### config.mk
export PLATFORM = sky130hd
export DESIGN_NAME = semaforo_entradas
export DESIGN_NICKNAME = d
export VERILOG_FILES = /design/src/rtl/semaforo_pkg.sv /design/src/rtl/semaforo_debounce.sv /design/src/rtl/semaforo_entradas.sv
export SDC_FILE = /design/constraint.sdc
export NUM_CORES = 1
export LEC_CHECK = 0
export CAP_MARGIN = 20
export CORE_MARGIN = 3
export CORE_UTILIZATION = 45
export DETAILED_ROUTE_END_ITERATION = 12
export GPL_TIMING_DRIVEN = 0
export PLACE_DENSITY = 0.66
export SLEW_MARGIN = 40
export SYNTH_ARGS = -nofsm -noshare
export SYNTH_HDL_FRONTEND = slang
export SYNTH_HIERARCHICAL = 1
export SYNTH_SLANG_ARGS = --single-unit
### constraint.sdc
create_clock -name clk -period 2 [get_ports clk]
set_clock_uncertainty 0.1 [all_clocks]
set_input_delay 0.3 -clock clk [delete_from_list [all_inputs] [get_ports clk]]
set_output_delay 0.3 -clock clk [all_outputs]
set_load 0.02 [all_outputs]
### src/rtl/semaforo_pkg.sv
// Shared constants and channel indices for the intersection input-conditioning stage.
// Channel enum indexes the 5-bit raw / synchronised / debounced vectors.
package semaforo_pkg;

  localparam int DEB_CYCLES_DEF = 4;
  localparam int E_HOLD_DEF     = 8;
  localparam int NCH            = 5;

  typedef enum logic [2:0] {
    CH_TAV = 3'd0,
    CH_TBV = 3'd1,
    CH_E   = 3'd2,
    CH_P   = 3'd3,
    CH_B   = 3'd4
  } chan_e;

endpackage

### src/rtl/semaforo_debounce.sv
// One channel: 2-flop synchroniser, then a stable level that toggles only after DEB_CYCLES
// consecutive mismatching samples. Exposes the level's next value; no backpressure.
module semaforo_debounce
  import semaforo_pkg::*;
#(
  parameter int DEB_CYCLES = DEB_CYCLES_DEF
) (
  input  logic clk,
  input  logic reset,
  input  logic din,
  output logic level_nxt
);

  localparam int CW = $clog2(DEB_CYCLES) + 1;

  logic [1:0]    sync;
  logic          level;
  logic [CW-1:0] cnt;
  logic [CW-1:0] cnt_nxt;

  // Any match restarts the count, so a short glitch never accumulates across pulses.
  always_comb begin
    level_nxt = level;
    cnt_nxt   = '0;
    if (sync[1] != level) begin
      if (cnt == CW'(DEB_CYCLES - 1)) begin
        level_nxt = sync[1];
      end else begin
        cnt_nxt = cnt + 1'b1;
      end
    end
  end

  always_ff @(posedge clk or negedge reset) begin
    if (!reset) begin
      sync  <= '0;
      level <= 1'b0;
      cnt   <= '0;
    end else begin
      sync  <= {sync[0], din};
      level <= level_nxt;
      cnt   <= cnt_nxt;
    end
  end

endmodule

### src/rtl/semaforo_entradas.sv
// Debounced loop/emergency levels plus sticky P/B requests cleared by the served light's rising edge;
// levels lag raw by DEB_CYCLES+2 edges, no backpressure. SEMAFORO_EMERG_HOLD_EN stretches E by E_HOLD.
module semaforo_entradas
  import semaforo_pkg::*;
#(
`ifdef SEMAFORO_EMERG_HOLD_EN
  parameter int E_HOLD     = E_HOLD_DEF,
`endif
  parameter int DEB_CYCLES = DEB_CYCLES_DEF
) (
  input  logic clk,
  input  logic reset,
  input  logic tav_raw,
  input  logic tbv_raw,
  input  logic e_raw,
  input  logic p_btn,
  input  logic b_btn,
  input  logic av_r,
  input  logic bici_g,
  output logic TAv,
  output logic TBv,
  output logic E,
  output logic P,
  output logic B
);

  logic [NCH-1:0] raw;
  logic [NCH-1:0] deb_nxt;
  logic [NCH-1:0] deb;
  logic           av_r_q;
  logic           bici_g_q;
  logic           p_lat;
  logic           b_lat;
  logic           p_set;
  logic           p_clr;
  logic           b_set;
  logic           b_clr;

  assign raw[CH_TAV] = tav_raw;
  assign raw[CH_TBV] = tbv_raw;
  assign raw[CH_E]   = e_raw;
  assign raw[CH_P]   = p_btn;
  assign raw[CH_B]   = b_btn;

  for (genvar i = 0; i < NCH; i++) begin : g_ch
    semaforo_debounce #(
      .DEB_CYCLES(DEB_CYCLES)
    ) u_deb (
      .clk      (clk),
      .reset    (reset),
      .din      (raw[i]),
      .level_nxt(deb_nxt[i])
    );
  end

  // Set on the very edge the debounced press lands; a serve on that same edge drops it.
  assign p_set = deb_nxt[CH_P] & ~deb[CH_P];
  assign b_set = deb_nxt[CH_B] & ~deb[CH_B];
  assign p_clr = av_r & ~av_r_q;
  assign b_clr = bici_g & ~bici_g_q;

  always_ff @(posedge clk or negedge reset) begin
    if (!reset) begin
      deb      <= '0;
      av_r_q   <= 1'b0;
      bici_g_q <= 1'b0;
      p_lat    <= 1'b0;
      b_lat    <= 1'b0;
    end else begin
      deb      <= deb_nxt;
      av_r_q   <= av_r;
      bici_g_q <= bici_g;
      if (p_clr) begin
        p_lat <= 1'b0;
      end else if (p_set) begin
        p_lat <= 1'b1;
      end
      if (b_clr) begin
        b_lat <= 1'b0;
      end else if (b_set) begin
        b_lat <= 1'b1;
      end
    end
  end

  assign TAv = deb[CH_TAV];
  assign TBv = deb[CH_TBV];
  assign P   = p_lat;
  assign B   = b_lat;

`ifdef SEMAFORO_EMERG_HOLD_EN
  logic [7:0] e_hold;

  // Loaded on each debounced fall; a re-rise mid-hold just lets the countdown run under the level.
  always_ff @(posedge clk or negedge reset) begin
    if (!reset) begin
      e_hold <= '0;
    end else if (deb[CH_E] & ~deb_nxt[CH_E]) begin
      e_hold <= 8'(E_HOLD);
    end else if (e_hold != 8'd0) begin
      e_hold <= e_hold - 8'd1;
    end
  end

  assign E = deb[CH_E] | (e_hold != 8'd0);
`else
  assign E = deb[CH_E];
`endif

endmodule
# [Yosys cells after proc, flatten, opt, wreduce, memory -nomap -nowiden]
# Index checks and enable logic that the tools add are counted.
[word_totals] register_bits=39 out_inout_bits=5
[op_classes] add_sub_neg=5 n_eq_ne=10 muxes=24 bitwise_logic=8 reduce_logical=2
[ops] operator="$mux W3" n=10
[ops] operator="$add A3 B1 Y3 const B" n=5
[ops] operator="$eq A3 B2 Y1 const B" n=5
[ops] operator="$mux W1" n=14
[ops] operator="$ne A1 B1 Y1" n=5
[ops] operator="$and A1 B1 Y1" n=4
[ops] operator="$not A1 Y1" n=4
[ops] operator="$reduce_bool A2 Y1" n=2

# [Depth between registers and ports, before layout]
# Gate-level depths: netlist (run 1).
[logic_depth] word_depth=6 mapped_depth=5 mapped_depth_nobuf=5

# [Modules after synthesis]
# Netlist (run 1), hierarchy kept.
[modules_own_cells] module="semaforo_debounce" instances=5 cells_per_inst=13 area_per_inst_um2=216.5 seq_area_each_um2=150.1
[modules_own_cells] module="semaforo_entradas" instances=1 cells_per_inst=15 area_per_inst_um2=275.3 seq_area_each_um2=225.2

# [Worst setup path after synthesis (run 1)]
# OpenSTA, ideal clock, no wires.
[synth_path] path_kind="register -> register" start="register g_ch[4].u_deb.cnt[0]" end="register b_lat (netlist: B)" setup_ns=0.120 arrival_ns=1.223 required_ns=1.780 setup_slack_ns=0.557 path_stages_with_launch=6 period_less_slack_ns=1.443 path_cell_list="dfrtp_1 -> ha_1 -> nor2b_4 -> mux2_2 -> nor2b_1 -> a2bb2oi_2"
[synth_between] elab_chain_cells=5
[synth_lines] item="from (decl)" line_no="semaforo_debounce.sv:18" text="logic [CW-1:0] cnt;"
[synth_lines] item="from (signal assigned)" line_no="semaforo_debounce.sv:42" text="cnt <= cnt_nxt;"
[synth_lines] item="$eq A3 B2 Y1" line_no="semaforo_debounce.sv:26" text="if (cnt == CW'(DEB_CYCLES - 1)) begin"
[synth_lines] item="$mux W1" line_no="semaforo_debounce.sv:26"
[synth_lines] item="$mux W1" line_no="semaforo_debounce.sv:25" text="if (sync[1] != level) begin"
[synth_lines] item="via deb_nxt[4]" line_no="semaforo_entradas.sv:28" text="logic [NCH-1:0] deb_nxt;"
[synth_lines] item="$and A1 B1 Y1" line_no="semaforo_entradas.sv:58" text="assign b_set = deb_nxt[CH_B] & ~deb[CH_B];"
[synth_lines] item="$reduce_bool A2 Y1 (no source line)"
[synth_lines] item="to (signal assigned)" line_no="semaforo_entradas.sv:68" text="b_lat <= 1'b0;"
[synth_lines] item="to (signal assigned)" line_no="semaforo_entradas.sv:79" text="b_lat <= 1'b0;"
[synth_lines] item="to (signal assigned)" line_no="semaforo_entradas.sv:81" text="b_lat <= 1'b1;"
[synth_lines] item="to (decl)" line_no="semaforo_entradas.sv:33" text="logic b_lat;"
# The timed path passes the listed nets, and every way through them passes these cells.
# A chain may end at the register's enable or synchronous reset.

# [Worst setup path in the final report (run 1)]
[layout_path] start="register b_lat (netlist: B)" end="output B"
[layout_rtl] item="to (decl)" line_no="semaforo_entradas.sv:24" text="output logic B"
# No word-level cell between the ends.

==> flow_summary.ini, run 1 <==
[outcome]
status = completed

[worst_setup_path]
slowest_delay_ns = 0.61
path_delay_family = buffers and inverters
reg2reg_to = P
start_kind = flip-flop
endpoint_kind = primary output
reg2reg_setup_slack_ns = 0.46
required_ns = 1.60
crit_slowest_cell = clkdlybuf4s50_1
arrival_ns = 1.32
path_cells = clkdlybuf4s50_1
crit_fanout = 2
crit_type = reg2out
rr_worst_depth = 5
critPathBufInv = 1
crit-reg2reg-launch = g_ch[3].u_deb/cnt[0]

[yosys]
syn_inst = 80
synth_nets = 94
syn_area_per_cell_sq_um = 17.0
synth_cell_type_count = 10
yosysWarnings = 6
syn_area_sq_um = 1360
ys_ff_latch = 39
seq_area_frac_synth = 0.719

[cts]
cts_resized = 0
clock-root-buffer = clkbuf_4
cts_tree = yes
htree_levels = 2
cts.sinks = 39
cts_buffers = 5
cts.reportedPaths.clkPinSlew_ns = 0.10
cts_setup_buffers = 0
clock_latency_ns = 0.33
cts_buffer_depth = 2

[sta]
worst_slack_ns = 0.277
finalCritPeriodShare = 0.862
max_freq_mhz = 580
tightest_slew_ns = 0.471
setup-violations-final = 0
period_minus_slack_ns = 1.72
rsz0062_at_grt = no
max-slew-margin-rel = 0.686
hold_viol_final = 0
final_max_slew_viol_count = 0

[power_and_ir_drop]
switching_share = 0.276
pwr_density_cell_nw_per_um2 = 1260
p_clk_frac = 0.165
p_leak_uw = 0.000718
peakVddDrop_v = 0.000614
p_sw_uw = 560
power_frac_seq = 0.543
p_comb_frac = 0.292
intPower_uw = 1460

[detailed_routing]
avgRoutedWirePerCell_um = 11.4
routed_wl_um = 1500
vias = 673
drtIter0Drc = 9
dr.pass1.iters = 2
drcViolationCount = 0
ant_nets = 0
via_per_inst = 5.10

[die]
rows = 19
die_w_um = 60.9
ios = 14
core-area_sq_um = 2810
die_height_um = 60.9
start_util = 0.484
fp.dieArea_sq_um = 3710

[global_routing]
antenna_found_initial = 0
grt_pass1_wl_um = 2890
grt_usage = 0.114
grt_start_max_net_pins = 21
grt_pass1_vias = 696
grt_overflow_total = 0

[flow_run]
max-cap-violations = 0

[layout]
syn_to_final_growth_pct = 17.9
final_core_util = 0.570
nets = 116
layout.cells.non_filler = 132
fillCellCount = 237
drive_gt1_frac = 0.188
antenna_cells = 0

[placed_design]
dp.cells = 125
place_hpwl_um = 1150
portBuffers = 13
finalWeightedCongestion = 0.664
dp_slack_ns = 0.454

[hold_path]
min_path_cells = 0
min-delay-start = g_ch[2].u_deb/sync[0]
holdCritPathClass = reg2reg
hold_path_end = g_ch[2].u_deb/sync[1]
## layout make-up
cell class / count / area, sq um / area share
sequential: 39 / 976 / 0.610
multi-input combinational: 39 / 374 / 0.234
timing repair buffer: 15 / 163 / 0.102
clock buffer: 6 / 41.3 / 0.0258
tap: 31 / 38.8 / 0.0242
inverter: 2 / 7.51 / 0.00469
## flip-flops by register name, indices dropped and copies added (netlist names)
| register | count |
|---|---|
| g_ch.u_deb/level | 5 |
| g_ch.u_deb/sync | 10 |
| av_r_q | 1 |
| g_ch.u_deb/cnt | 15 |
| P | 1 |
| deb | 5 |
| bici_g_q | 1 |
| B | 1 |
## kinds of logic after synthesis
kind of cell               share of synthesized area
and+or+nand+nor                                0.134
xor gates and xnor gates                      0.0323
AOI/OAI and AO/OA                             0.0221
adders and majority gates                     0.0461
DFF                                            0.719
muxes                                         0.0415
buffers and inverters                        0.00553
## layout by cell type, fill, tap and decap left out
cell and n:
xnor2_1 5, mux2_2 5, inv_1 2, clkbuf_4 5, clkbuf_1 1, nor2b_4 5
ha_1 5, a2bb2oi_2 2, dlygate4sd3_1 1, buf_2 1, nor2b_1 2, nor3b_1 10
dfrtp_1 39, clkdlybuf4s50_1 12, buf_16 1, nor3_1 5
## power by group through the flow
stage               combinational [uW]  clock [uW]  sequential (uW)
floorplan                          343           0             1170
global placement                   577           0             1110
detailed placement                 599           0             1120
global route                       658         395             1130
finish                             591         335             1100
CTS                                602         356             1100
## through the flow
step | TNS [ns] | area, sq um | total power, uW | hold slack [ns]
2_1_floorplan | 0 | 1360 | 1510 | -0.0956
3_3_place_gp | -11.72 | 1530 | 1690 | 0.233
3_5_place_dp | 0 | 1550 | 1720 | 0.185
4_1_cts | 0 | 1600 | 2060 | 0.263
5_1_grt | 0 | 1600 | 2190 | 0.253
6_report | 0 | 1600 | 2020 | 0.258
## synthesized netlist by cell type
cell        n  share of area
ha_1        5          0.046
nor2b_4     5          0.051
xnor2_1     5          0.032
inv_1       2         0.0055
nor2b_1     2         0.0092
a2bb2oi_2   2          0.022
nor3b_1    10          0.055
dfrtp_1    39           0.72
mux2_2      5          0.041
nor3_1      5          0.018
## how the worst max path moves through the flow
stage / from / depth (start not counted) / to
2_1_floorplan: g_ch[4].u_deb/cnt[0] / 5 / B
3_3_place_gp: reset / 1 / g_ch[4].u_deb/sync[0]
3_5_place_dp: g_ch[3].u_deb/cnt[0] / 5 / P
4_1_cts: B / 1 / B
5_1_grt: B / 1 / B
6_report: B / 1 / B
## metal layers
layer	GRT usage	vias up	part of all wire
met1	0.129	342	0.42
li1	-	312	-
met4	0.0650	0	0.021
met5	0	-	0
met2	0.165	14	0.49
met3	0.0702	5	0.071
## repair_timing
action | in CTS | in global routing
hold endpoints to repair | 19 | 0
hold buffers | 1 | 0
endpoints found under the setup margin | 0 | 0
No activity file was read; power rests on OpenSTA's default activity.
==> run 2: changes to the inputs <==
GPL_ROUTABILITY_DRIVEN = 0   (was default)
PLACE_DENSITY = default   (was 0.66)
PLACE_DENSITY_LB_ADDON = 0.2   (was default)
==> flow_summary.ini, run 2 (same netlist as run 1, synthesis figures left out) <==
[sta]
period_minus_slack_ns = 1.72
fin_setup_tns_ns = 0
rsz0062_at_grt = no
max-slew-margin-rel = 0.644
finalCritPeriodShare = 0.862
max_freq_mhz = 580
final_max_slew_viol_count = 0
hold_viol_final = 0
tightest_slew_ns = 0.534
setup-violations-final = 0

[cts]
clock-root-buffer = clkbuf_4
htree_levels = 2
cts_tree = yes
cts.reportedPaths.clkPinSlew_ns = 0.10
cts_setup_buffers = 0
cts.sinks = 39
cts_buffers = 5
clock_latency_ns = 0.33
cts_buffer_depth = 2

[worst_setup_path]
required_ns = 1.60
start_kind = flip-flop
arrival_ns = 1.32
critPathBufInv = 1
cp-endpoint = P
slowest_delay_ns = 0.61
rr_worst_depth = 5
crit-reg2reg-launch = g_ch[4].u_deb/cnt[0]
path_cells = clkdlybuf4s50_1
reg2reg_to = B
endpoint_kind = primary output
path_delay_family = buffers and inverters
crit_type = reg2out
crit_cells = 1
crit_fanout = 2
crit_slowest_cell = clkdlybuf4s50_1
setup.worst_path.start = P
reg2reg_setup_slack_ns = 0.45

[power_and_ir_drop]
power_frac_seq = 0.526
p_sw_uw = 583
p_leak_uw = 0.000728
switching_share = 0.279
p_clk_frac = 0.186
peakVddDrop_v = 0.000704
intPower_uw = 1510
p_comb_frac = 0.288
pwr_density_cell_nw_per_um2 = 1290

[die]
die_height_um = 60.9
fp.dieArea_sq_um = 3710
start_util = 0.484
die_w_um = 60.9
rows = 19
core-area_sq_um = 2810
ios = 14

[outcome]
status = completed

[layout]
design_area_sq_um = 1620
antenna_cells = 0
largest_reg_flops = 15
largest-register = g_ch.u_deb/cnt
syn_to_final_growth_pct = 19.0
top_regs = g_ch.u_deb/cnt: 15 flops, g_ch.u_deb/sync: 10 flops
nets = 116
layout_common_cells = 39 x dfrtp_1, 12 x clkdlybuf4s50_1, 10 x nor3b_1
drive_gt1_frac = 0.206
final_common_cell = dfrtp_1
final_core_util = 0.576

[flow_run]
max-cap-violations = 0

[placed_design]
portBuffers = 13
place_hpwl_um = 1200
placed_area_sq_um = 1550

[detailed_routing]
routed_wl_um = 1630
via_per_inst = 4.95
avgRoutedWirePerCell_um = 12.2
dr.pass1.iters = 4
drcViolationCount = 0
drtIter0Drc = 32
ant_nets = 0
vias = 659

[global_routing]
antenna_found_initial = 0
grt_usage = 0.116
grt_pass1_vias = 675
grt_overflow_total = 0
grt_pass1_wl_um = 2910
grt_start_max_net_pins = 24

[hold_path]
holdCritPathClass = reg2reg
min-delay-start = g_ch[2].u_deb/sync[0]
[run 2: timing repair]
| action | 4_1_cts | 5_1_grt |
|---|---|---|
| gates resized for setup | 0 | 0 |
| setup endpoints to repair | 0 | 0 |
| hold buffers | 1 | 0 |
| hold endpoints to repair | 22 | 0 |
[run 2: per-layer routing]
metal	global-route usage	vias to the layer above	share of wire
li1	-	312	-
met1	0.145	328	0.45
met2	0.154	15	0.47
met3	0.0447	4	0.058
met4	0.102	0	0.025
met5	0	-	0
[run 2: final cells by class]
cell class / instances / area, sq um
clock inverter: 1 / 5.00
clock buffer: 6 / 51.3
fill: 240 / 1190
inverter: 2 / 7.51
sequential: 39 / 976
tap: 31 / 38.8
timing repair buffer: 15 / 163
multi-input combinational: 39 / 374
[run 2: worst min-delay path by stage]
stage / to / slack, ns / cells past startpoint
global route: g_ch[1].u_deb/sync[1] / 0.27 / 0
CTS: g_ch[2].u_deb/sync[1] / 0.25 / 0
global placement: g_ch[3].u_deb/sync[1] / 0.23 / 0
finish: g_ch[2].u_deb/sync[1] / 0.25 / 0
floorplan: B / -0.1 / 0
detailed placement: g_ch[1].u_deb/cnt[0] / 0.21 / 1
[run 2: stage by stage]
| step | power, uW | worst slack, ns | cells | hold WS, ns |
|---|---|---|---|---|
| 2_1_floorplan | 1510 | 0.557 | 80 | -0.0956 |
| 3_3_place_gp | 1680 | -0.280 | 124 | 0.234 |
| 3_5_place_dp | 1740 | 0.459 | 125 | 0.211 |
| 4_1_cts | 2130 | 0.247 | 133 | 0.255 |
| 5_1_grt | 2240 | 0.197 | 133 | 0.266 |
| 6_report | 2090 | 0.276 | 133 | 0.254 |
[run 2: power by group through the flow]
stage	combinational [uW]	clock (uW)	sequential, uW
after floorplan	343	0	1170
after global placement	574	0	1110
after detailed placement	617	0	1120
after CTS	618	410	1100
after global routing	680	441	1120
final	602	388	1100
==> run 3: changes to the inputs <==
CAP_MARGIN = 0   (was 20)
==> results of run 3 <==
No change in the layout: final DEF, timing and power equal those of run 2.
